[config.mk]
export PLATFORM = sky130hd
export DESIGN_NAME = u712_chip_cycle_seq
export DESIGN_NICKNAME = d
export VERILOG_FILES = /design/src/rtl/u712_chip_cycle_seq.sv
export SDC_FILE = /design/constraint.sdc
export NUM_CORES = 1
export LEC_CHECK = 0
export ABC_AREA = 1
export BUFFER_PORTS_ARGS = -buffer_cell sky130_fd_sc_hd__buf_4
export CORE_MARGIN = 4
export CORE_UTILIZATION = 50
export CTS_CLUSTER_DIAMETER = 50
export CTS_CLUSTER_SIZE = 10
export DETAILED_ROUTE_END_ITERATION = 10
export PLACE_DENSITY_LB_ADDON = 0.3
export SETUP_SLACK_MARGIN = 0.4
export SLEW_MARGIN = 20
export SYNTH_ARGS = -nofsm -noshare
export SYNTH_HDL_FRONTEND = slang
export SYNTH_SLANG_ARGS = --single-unit
[constraint.sdc]
create_clock -name CLK80 -period 1.79 [get_ports CLK80]
set_clock_uncertainty 0.05 [all_clocks]
set_input_delay 0.2685 -clock CLK80 [delete_from_list [all_inputs] [get_ports CLK80]]
set_output_delay 0.2685 -clock CLK80 [all_outputs]
set_load 0.05 [all_outputs]
[src/rtl/u712_chip_cycle_seq.sv]
// CPU-side chip bus cycle initiator: waits for a free 7 MHz slot, then drives
// CPU_CYCLE or REG_CYCLE for a fixed window with read-latch and done strobes.
module u712_chip_cycle_seq #(
  parameter int unsigned SYNC_STAGES    = 2,
  parameter int unsigned ACTIVE_CLKS    = 16,
  parameter int unsigned MAX_WAIT_SLOTS = 8
) (
  input  logic CLK80,
  input  logic RESETn,
  input  logic C1,
  input  logic DBRn,
  input  logic CHIP_REQ,
  input  logic REG_REQ,
  input  logic RnW,
  output logic CPU_CYCLE,
  output logic REG_CYCLE,
  output logic CPU_RnW,
  output logic RD_LATCH,
  output logic DONE,
  output logic STARVE
);

  typedef enum logic [2:0] {
    S_IDLE,
    S_WAIT,
    S_ACTIVE,
    S_LATCH,
    S_DONE
  } state_e;

  localparam logic [5:0] ACT_LAST = 6'(ACTIVE_CLKS - 1);
  localparam logic [7:0] WAIT_MAX = 8'(MAX_WAIT_SLOTS);

  state_e state_q, state_d;

  logic [SYNC_STAGES-1:0] c1_sync_q, dbr_sync_q;
  logic [SYNC_STAGES:0]   c1_shift, dbr_shift;
  logic                   c1_prev_q;
  logic                   slot;
  logic                   dbr_free;

  logic [7:0] wait_cnt_q, wait_cnt_d;
  logic [5:0] act_cnt_q, act_cnt_d;
  logic       kind_reg_q, kind_reg_d;
  logic       rnw_q, rnw_d;
  logic       starve_q, starve_d;

  assign c1_shift  = {c1_sync_q, C1};
  assign dbr_shift = {dbr_sync_q, DBRn};
  assign slot      = c1_sync_q[SYNC_STAGES-1] & ~c1_prev_q;
  assign dbr_free  = dbr_sync_q[SYNC_STAGES-1];

  always_ff @(posedge CLK80 or negedge RESETn) begin
    if (!RESETn) begin
      state_q    <= S_IDLE;
      c1_sync_q  <= '0;
      dbr_sync_q <= '0;
      c1_prev_q  <= 1'b0;
      wait_cnt_q <= '0;
      act_cnt_q  <= '0;
      kind_reg_q <= 1'b0;
      rnw_q      <= 1'b0;
      starve_q   <= 1'b0;
    end else begin
      state_q    <= state_d;
      c1_sync_q  <= c1_shift[SYNC_STAGES-1:0];
      dbr_sync_q <= dbr_shift[SYNC_STAGES-1:0];
      c1_prev_q  <= c1_sync_q[SYNC_STAGES-1];
      wait_cnt_q <= wait_cnt_d;
      act_cnt_q  <= act_cnt_d;
      kind_reg_q <= kind_reg_d;
      rnw_q      <= rnw_d;
      starve_q   <= starve_d;
    end
  end

  always_comb begin
    state_d    = state_q;
    wait_cnt_d = wait_cnt_q;
    act_cnt_d  = act_cnt_q;
    kind_reg_d = kind_reg_q;
    rnw_d      = rnw_q;
    starve_d   = starve_q;
    unique case (state_q)
      S_IDLE: begin
        if (REG_REQ || CHIP_REQ) begin
          kind_reg_d = REG_REQ;
          rnw_d      = RnW;
          state_d    = S_WAIT;
        end
      end
      S_WAIT: begin
        // Slot ownership is decided once, at the slot boundary.
        if (slot) begin
          if (dbr_free) begin
            act_cnt_d = '0;
            state_d   = S_ACTIVE;
          end else begin
            if (wait_cnt_q != '1) wait_cnt_d = wait_cnt_q + 8'd1;
            if (wait_cnt_d >= WAIT_MAX) starve_d = 1'b1;
          end
        end
      end
      S_ACTIVE: begin
        if (act_cnt_q == ACT_LAST) state_d = S_LATCH;
        else act_cnt_d = act_cnt_q + 6'd1;
      end
      S_LATCH: begin
        // Clear on the way into DONE so STARVE is already low with the DONE pulse.
        starve_d   = 1'b0;
        wait_cnt_d = '0;
        act_cnt_d  = '0;
        state_d    = S_DONE;
      end
      S_DONE:  state_d = S_IDLE;
      default: state_d = S_IDLE;
    endcase
  end

  always_comb begin
    CPU_CYCLE = 1'b0;
    REG_CYCLE = 1'b0;
    RD_LATCH  = 1'b0;
    DONE      = 1'b0;
    unique case (state_q)
      S_ACTIVE: begin
        CPU_CYCLE = ~kind_reg_q;
        REG_CYCLE = kind_reg_q;
      end
      S_LATCH: begin
        CPU_CYCLE = ~kind_reg_q;
        REG_CYCLE = kind_reg_q;
        RD_LATCH  = rnw_q;
      end
      S_DONE:  DONE = 1'b1;
      default: ;
    endcase
  end

  assign CPU_RnW = rnw_q;
  assign STARVE  = starve_q;

endmodule

==> flow_metrics.tcl <==
set metrics [dict create \
    syn-cell-area_mm2 0.00129 \
    drive_above_1_share_pct 44.9 \
    crit_type "reg2out" \
    crit_family "flip-flops" \
    grt_pass1_vias 1308 \
    cp-end-kind "primary output" \
    yosys-top-cells-area "dfrtp_1 (49%), nand2_1 (8.8%), inv_1 (8.5%)" \
    max_cap_violations 0 \
    hp-class "in2reg" \
    rsz0062_at_grt "true" \
    hold_ws_ps 153 \
    yosysSeqAreaShare_pct 48.6 \
    hold_viol_final 0 \
    leakage_nw 0.954 \
    place_inst 201 \
    worstMarginPinSlew_ps 338 \
    synthTopCellsByCount "nand2_1 (30), inv_1 (29), dfrtp_1 (25), nor2_1 (14), nand3_1 (13)" \
    place_area_mm2 0.00146 \
    maxSlewHeadroom_pct 77.5 \
    fin_area_mm2 0.00200 \
    dr_total_vias 1348 \
    slowest_delay_ps 430 \
    diodes 0 \
    synth_edf_count 0 \
    row_count 18 \
    routed_wl_um 4150 \
    setup_violations 2 \
    dieArea_mm2 0.00345 \
    reg2regPathDepth 9 \
    cts-root-buf "clkbuf_4" \
    peakVddDrop_uv 1240 \
    clockBufferDepth 2 \
    fin_nets 217 \
    antenna_found_initial 0 \
    crit_path_start "state_q[0]" \
    clk-insertion-delay-late_ps 340 \
    crit_arrival_ps 1500 \
    synth_top_area_cell "dfrtp_1" \
    synth_cells 159 \
    port-buffer-count 12 \
    syn2layout_area_growth_pct 55.5 \
    core_mm2 0.00245 \
    die_y_um 58.7 \
    cp-endpoint "CPU_CYCLE" \
    ys_types 25 \
    htree_levels 1 \
    drt-initial-drc-count 125 \
    dr.pass1.iters 4 \
    critical_path_buf_inv_count 3 \
    drc_errors 0 \
    grt_max_degree 26 \
    period_share_pct 101 \
    start_kind "flip-flop" \
    cp.depth 6 \
    grt_use_total_pct 22.1 \
    globalplace.congestion 0.897 \
    ys_warn_count 0 \
    cts.sinks 25 \
    stdcell_count 237 \
    initial_utilization_pct 52.4 \
    slowest_stage "dfrtp_1" \
    p_per_area_mw_per_mm2 1540 \
    crit_chain "inv_2, nand2_4, nor2_4, inv_4, a21oi_4, buf_8" \
    status "finished with violations" \
    drt-vias-per-instance 5.69 \
    fillers 143 \
    yosysMostFrequentCell "nand2_1" \
    min-delay-start "RnW" \
    postRouteAntennaNets 0 \
    tritoncts "built" \
    grt_overflow 0 \
    violations "setup timing" \
    period_needed_ps 1820 \
    numCtsBuffers 3 \
    timing.rr.end "wait_cnt_q[2]" \
    dp_hpwl_um 1960 \
    dominantRegCellSynth "dfrtp_1" \
    grt_pass1_wl_um 5810 \
    r2r_start "state_q[0]" \
    cp_max_fo 4 \
    avgSynthCellArea_um2 8.09 \
    dp_slack_ps 230 \
    ys_seq_elements 25 \
    path_clk_slew_ps 150 \
    synthArstFlopShare_pct 100 \
    synth_nets 168 \
    yosysTopAreaCellShare_pct 48.6 \
    cp.required_ps 1470 \
    reg2reg_slack_ps 110 \
    finalMaxSlewViolations 0 \
    post-route-util_pct 81.5 \
    max_freq_mhz 551 \
    fin_ws_ps -25.3 \
    wl_per_cell_um 17.5 \
    die_w_um 58.7 \
    ios 13 \
]
[power by group]
part | leakage, nW | internal, mW | switching (mW)
clock | 0.0150 | 0.0876 | 0.182
combinational | 0.618 | 0.903 | 1.07
sequential | 0.321 | 0.696 | 0.138
[worst register-to-register path, cell delays in order, from the launching register on]
cell	delay, ps
dfrtp_1	410
inv_2	80
nor2_4	160
buf_6	120
buf_6	90
nand3b_1	140
nand2_2	150
nand2_4	100
nor3b_4	200
nor3_2	70
[logic make-up after synthesis]
kind of cell	share of synthesized area, %
fa+ha+maj	1.95
buf+inv	8.85
simple gates	25.8
flops	48.6
compound gates	13.4
xor+xnor	1.36
[placed cells by master, fill, tap and decap left out, types with 4 or more instances in the layout]
cell,count
nand2_1,25
dfrtp_1,24
inv_1,23
buf_4,23
buf_6,16
nor2_1,11
nand3_1,9
o21ai_2,7
nor2_4,6
nand2_4,5
inv_2,4
a21oi_4,4
a21oi_1,4
nand2_2,4
[how the worst min path moves through the flow]
stage / to / cells past startpoint
3_3_place_gp: dbr_sync_q[0] / 1
3_5_place_dp: dbr_sync_q[0] / 1
5_1_grt: CPU_RnW / 3
2_1_floorplan: CPU_RnW / 0
6_report: CPU_RnW / 3
4_1_cts: CPU_RnW / 3
[layout make-up]
class	instances	area (µm²)	area share [%]
timing repair buffer	44	413	20.6
clock buffer	4	26.3	1.31
tap	30	37.5	1.88
inverter	30	123	6.13
sequential	25	627	31.3
multi-input combinational	104	774	38.7
[repair_timing]
action / 4_1_cts / 5_1_grt
pin swaps: 18 / 8
hold buffers: 3 / 0
setup endpoints to repair: 18 / 23
cloned: 0 / 0
buffers inserted: 18 / 11
gates resized for setup: 40 / 33
endpoints found under the hold margin: 27 / 0
[state kept, by name (all words and copies together) (netlist names)]
signal and count:
wait_cnt_q 8, act_cnt_q 6, state_q 3, c1_sync_q 2, dbr_sync_q 2, CPU_RnW 1
STARVE 1, c1_prev_q 1, kind_reg_q 1
[through the flow]
stage	setup TNS (ps)	power [mW]
6_report	-29.3	3.08
2_1_floorplan	0	1.53
5_1_grt	-114	3.23
3_3_place_gp	0	1.72
4_1_cts	0	2.51
3_5_place_dp	0	1.77
[metal layers]
metal  global-route usage [%]  routed length, µm  vias to the layer above
li1                         -                  -                      607
met1                     24.5               1420                      669
met2                     40.4               2330                       47
met3                     2.63                170                       25
met4                     12.0                230                        0
met5                        0                  0                        -
No activity file was read; power rests on OpenSTA's default activity.
